### config.mk
export PLATFORM = sky130hd
export DESIGN_NAME = logic_sweep_ctrl
export DESIGN_NICKNAME = d
export VERILOG_FILES = /design/src/rtl/logic_sweep_ctrl.sv
export SDC_FILE = /design/constraint.sdc
export NUM_CORES = 1
export LEC_CHECK = 0
export CORE_MARGIN = 3
export CORE_UTILIZATION = 59
export CTS_BUF_LIST = sky130_fd_sc_hd__clkbuf_2
export CTS_CLUSTER_DIAMETER = 50
export CTS_CLUSTER_SIZE = 20
export DETAILED_ROUTE_END_ITERATION = 16
export HOLD_SLACK_MARGIN = 0.12
export PLACE_DENSITY = 0.86
export SKIP_LAST_GASP = 1
export SYNTH_ARGS = -nofsm -noshare
export SYNTH_HDL_FRONTEND = slang
export SYNTH_SLANG_ARGS = --single-unit
### constraint.sdc
create_clock -name clk -period 3.1 [get_ports clk]
set_clock_uncertainty 0.15 [all_clocks]
set_input_delay 0.465 -clock clk [delete_from_list [all_inputs] [get_ports clk]]
set_output_delay 0.465 -clock clk [all_outputs]
set_load 0.01 [all_outputs]
### src/rtl/logic_sweep_ctrl.sv
// logic_sweep_ctrl: walks all eight a/b/c vectors through the function
// y = (a & b) | c, samples y at the end of each dwell window and reports
// the mismatch count, the first failing vector and an overall pass flag.
module logic_sweep_ctrl #(
  parameter int unsigned DWELL = 2  // legal range 1..15
) (
  input  logic       clk,
  input  logic       rst,
  input  logic       start,
  input  logic       y_i,
  output logic       a_o,
  output logic       b_o,
  output logic       c_o,
  output logic       busy,
  output logic       done,
  output logic       pass,
  output logic [3:0] err_count,
  output logic       fail_valid,
  output logic [2:0] fail_vec
);

  localparam int unsigned VEC_W = 3;
  localparam int unsigned DW_W  = 4;
  localparam int unsigned CNT_W = 4;
  localparam logic [DW_W-1:0]  DWELL_LAST = DW_W'(DWELL - 1);
  localparam logic [VEC_W-1:0] VEC_LAST   = VEC_W'(7);

  typedef enum logic [1:0] {
    IDLE = 2'd0,
    RUN  = 2'd1,
    FIN  = 2'd2
  } state_t;

  state_t           state, state_d;
  logic [VEC_W-1:0] vec, vec_d;
  logic [DW_W-1:0]  dwell, dwell_d;
  logic [VEC_W-1:0] abc, abc_d;
  logic             busy_d, done_d, pass_d;
  logic [CNT_W-1:0] err_d;
  logic             fail_valid_d;
  logic [VEC_W-1:0] fail_vec_d;
  logic             expected_c;
  logic             mismatch_c;

  assign {a_o, b_o, c_o} = abc;

  // Golden value for the vector currently applied, and its comparison with y
  assign expected_c = (vec[2] & vec[1]) | vec[0];
  assign mismatch_c = y_i ^ expected_c;

  // State and result registers
  always_ff @(posedge clk or posedge rst) begin
    if (rst) begin
      state      <= IDLE;
      vec        <= '0;
      dwell      <= '0;
      abc        <= '0;
      busy       <= 1'b0;
      done       <= 1'b0;
      pass       <= 1'b0;
      err_count  <= '0;
      fail_valid <= 1'b0;
      fail_vec   <= '0;
    end else begin
      state      <= state_d;
      vec        <= vec_d;
      dwell      <= dwell_d;
      abc        <= abc_d;
      busy       <= busy_d;
      done       <= done_d;
      pass       <= pass_d;
      err_count  <= err_d;
      fail_valid <= fail_valid_d;
      fail_vec   <= fail_vec_d;
    end
  end

  // Next-state and next-output logic; results hold unless updated
  always_comb begin
    state_d      = state;
    vec_d        = vec;
    dwell_d      = dwell;
    abc_d        = abc;
    busy_d       = busy;
    done_d       = 1'b0;
    pass_d       = pass;
    err_d        = err_count;
    fail_valid_d = fail_valid;
    fail_vec_d   = fail_vec;

    unique case (state)
      IDLE: begin
        abc_d = '0;
        if (start) begin
          state_d      = RUN;
          vec_d        = '0;
          dwell_d      = '0;
          err_d        = '0;
          fail_valid_d = 1'b0;
          fail_vec_d   = '0;
          pass_d       = 1'b0;
          busy_d       = 1'b1;
        end
      end

      RUN: begin
        if (dwell == DWELL_LAST) begin
          // Sample point: score this vector, then advance
          if (mismatch_c) begin
            err_d = err_count + CNT_W'(1);
            if (!fail_valid) begin
              fail_valid_d = 1'b1;
              fail_vec_d   = vec;
            end
          end
          dwell_d = '0;
          if (vec == VEC_LAST) begin
            state_d = FIN;
            vec_d   = '0;
            abc_d   = '0;
            busy_d  = 1'b0;
            done_d  = 1'b1;
            pass_d  = (err_count == '0) && !mismatch_c;
          end else begin
            vec_d = vec + VEC_W'(1);
            abc_d = vec + VEC_W'(1);
          end
        end else begin
          dwell_d = dwell + DW_W'(1);
        end
      end

      FIN: begin
        state_d = IDLE;
        abc_d   = '0;
        busy_d  = 1'b0;
      end

      default: begin
        state_d = IDLE;
        abc_d   = '0;
        busy_d  = 1'b0;
      end
    endcase
  end

endmodule

==> results.toml <==
[setup_path]
critical_path_arrival_ps = 1690
critPathMaxFanout = 16
worstRegToRegCells = 6
critical_path.endpoint_type = "primary output"
timing.critical_path.slowest_stage_cell = "dfrtp_1"
worstSetupPathDepth = 1
criticalPathCategory = "reg2out"
path_cells = "clkdlybuf4s50_1"
slowest_delay_ps = 720
cp.buffers_inverters = 1
critical_path.startpoint_type = "flip-flop"
cell_class_contributing_the_biggest_share_of_worst_path_delay = "flip-flops"
required_arrival_time_at_the_worst_endpoint_ps = 2480

[pwr]
share_seq_of_total_power_pct = 42.8
power_frac_clock_pct = 9.8
power.share.switching_pct = 42.5
power.switching_mw = 0.511
power.static_leakage_nw = 0.600
power_density_nw_per_um2 = 865
vdd.ir_drop.worst_mv = 0.687
internal_power_summed_over_all_cells_mw = 0.693
pwr-share-comb_pct = 47.4

[drt]
post_drt_wl_per_cell_microns = 16.1
m1WireLength_microns = 1170
detail_route.first_pass.iterations = 4
drt_drc_violations_left = 0
vias_per_cell = 5.85
wl_met3_microns = 63
drt_iter0_drc = 20
dr_total_vias = 906
drtAntennaViolNets = 0
met2WireLength_microns = 1240
wirelength_microns = 2490
highest_layer = "met4"

[sta]
period_share_pct = 74.3
timing.setup.tns_ps = 0
worst_pin_slew_ps = 859
maxSlewHeadroom_pct = 42.7
grt_setup_unrepaired = "false"
count_of_pins_over_their_slew_limit = 0
hold_viol_final = 0
finalWorstPathRequiredPeriod_ps = 2300
final-setup-viol-count = 0
maxClockFrequency_mhz = 434

[layout]
antennaDiodeCount = 0
final_util_pct = 76.4
layout.cells.non_filler = 155
fillerInstances = 139
syn2layout_area_growth_pct = 16.8
post_route_cells_drive_above_1_share_pct = 12.3
design.final.nets = 141

[synth]
synth_ff_type = "dfrtp_1"
synth_edf_count = 0
synthTopCellsByArea = "dfrtp_1, ha_1, nand2_1, a22o_1, a21oi_1"
synthCells = 112
seq_area_frac_synth_pct = 46.2
largest_area_contributor_in_the_netlist = "dfrtp_1"
synth.cell_area_sq_um = 1190
synthArstFlopShare_pct = 100
synthDistinctLibCells = 38
syn-num-nets = 122
yosys-top-cells-count = "dfrtp_1, nand2_1, a21oi_1"
synth_top_area_share_pct = 46.2
synth.most_common_cell = "dfrtp_1"
synth_seq_cells = 22
synth.avg_cell_area_sq_um = 10.6
yosys_warnings = 0

[floorplanning]
floorplan.initialDensity_pct = 65.4
die_h_microns = 50.9
core_area_sq_um = 1820
pin_count = 18
dieWidth_microns = 50.9
design.die.area_sq_um = 2590
rows = 15

[clocking]
count_of_hold_buffers_inserted_by_post_cts_repair = 0
clkTransAtPathRegs_ps = 210
post_cts_sizing_count = 0
cts_root_buf = "clkbuf_2"
cts_tree = "built"
insertion_delay_ps = 330
cts.sink_count = 22
clock_tree.htree_level_count = 1
cts_post_setup_buffers_inserted = 0
clk_path_buf_depth = 2
cts-buffers-inserted = 3

[placement]
port_buffers = 17
placedCellCount = 151
gp_congestion = 0.797
dp_hpwl_microns = 1790

[status]
status = "completed"

[global_route]
grt_antenna_before_repair = 0
grt-ovfl-total = 0
first_global_vias = 893
grt.total_usage_pct = 22.6
first_pass_grt_wire_length_microns = 4340
grt_max_degree = 23

[run]
max-cap-violations = 0

[worst_hold_path]
holdCritPathClass = "reg2reg"
whs_path_depth = 2
[stage by stage]
step | cell area [sq um] | setup WS, ps | hold slack [ps] | total power [mW]
floorplan | 1190 | 1390 | 304 | 0.880
global placement | 1370 | 1060 | 334 | 1.05
detailed placement | 1370 | 1010 | 340 | 1.09
CTS | 1390 | 793 | 384 | 1.21
global route | 1390 | 677 | 405 | 1.31
finish | 1390 | 796 | 384 | 1.20
[per-layer routing]
layer | GRT usage [%] | up-vias
li1 | - | 438
met3 | 3.79 | 5
met4 | 6.73 | 0
met2 | 33.9 | 18
met5 | 0 | -
met1 | 33.4 | 445
[power by group through the flow]
stage               sequential (mW)  clock, mW  combinational [mW]
floorplan                     0.515          0               0.365
global placement              0.507          0               0.546
detailed placement            0.516          0               0.573
CTS                           0.511      0.119               0.576
global route                  0.532      0.131               0.644
finish                        0.515      0.118               0.570
[flip-flops by register name, indices dropped and copies added, names as in the netlist]
signal	flops
pass	1
state	2
fail_vec	3
dwell	4
done	1
vec	3
err_count	4
abc	3
fail_valid	1
[path summary, 6_finish.rpt]
path	start	to	slack [ps]
max in group asynchronous	rst	dwell[1]	1860
setup / recovery	state[0]	busy	800
hold / removal	abc[0]	abc[0]	380
hold reg to reg	abc[0]	abc[0]	380
setup reg to reg	dwell[1]	pass	1060
min in group asynchronous	rst	abc[2]	420
[layout make-up]
| type | instances | area, sq um | area share [%] |
|---|---|---|---|
| clock buffers | 3 | 15.0 | 1.08 |
| clock inverters | 1 | 3.75 | 0.270 |
| inverters | 7 | 26.3 | 1.89 |
| multi-input cells | 80 | 594 | 42.7 |
| flip-flops and latches | 22 | 551 | 39.6 |
| well taps | 25 | 31.3 | 2.25 |
| repair buffers | 17 | 170 | 12.2 |
[logic make-up (layout without fill, tap and decap cells)]
family | count (synthesis) | after routing | share of synthesized area (%)
mux | 1 | 1 | 0.840
compound gates | 33 | 33 | 21.8
buf+inv | 10 | 28 | 3.89
xor+xnor | 2 | 2 | 2.10
simple gates | 38 | 38 | 18.8
flops | 22 | 22 | 46.2
fa+ha+maj | 6 | 6 | 6.30
[layout by cell type, fill, tap and decap left out, types with 2 or more instances in the layout]
cell type / synthesis / final
a21oi_1: 8 / 8
nand2_1: 15 / 15
nor2_1: 4 / 4
clkdlybuf4s50_1: 0 / 17
and2_2: 2 / 2
o31ai_1: 2 / 2
dfrtp_1: 22 / 22
clkbuf_2: 0 / 3
a22o_1: 6 / 6
nand3_1: 4 / 4
ha_1: 6 / 6
a31o_2: 2 / 2
nand2b_1: 2 / 2
o21ai_0: 7 / 7
inv_1: 7 / 7
Note: power is estimated with default switching activity, not from simulation.
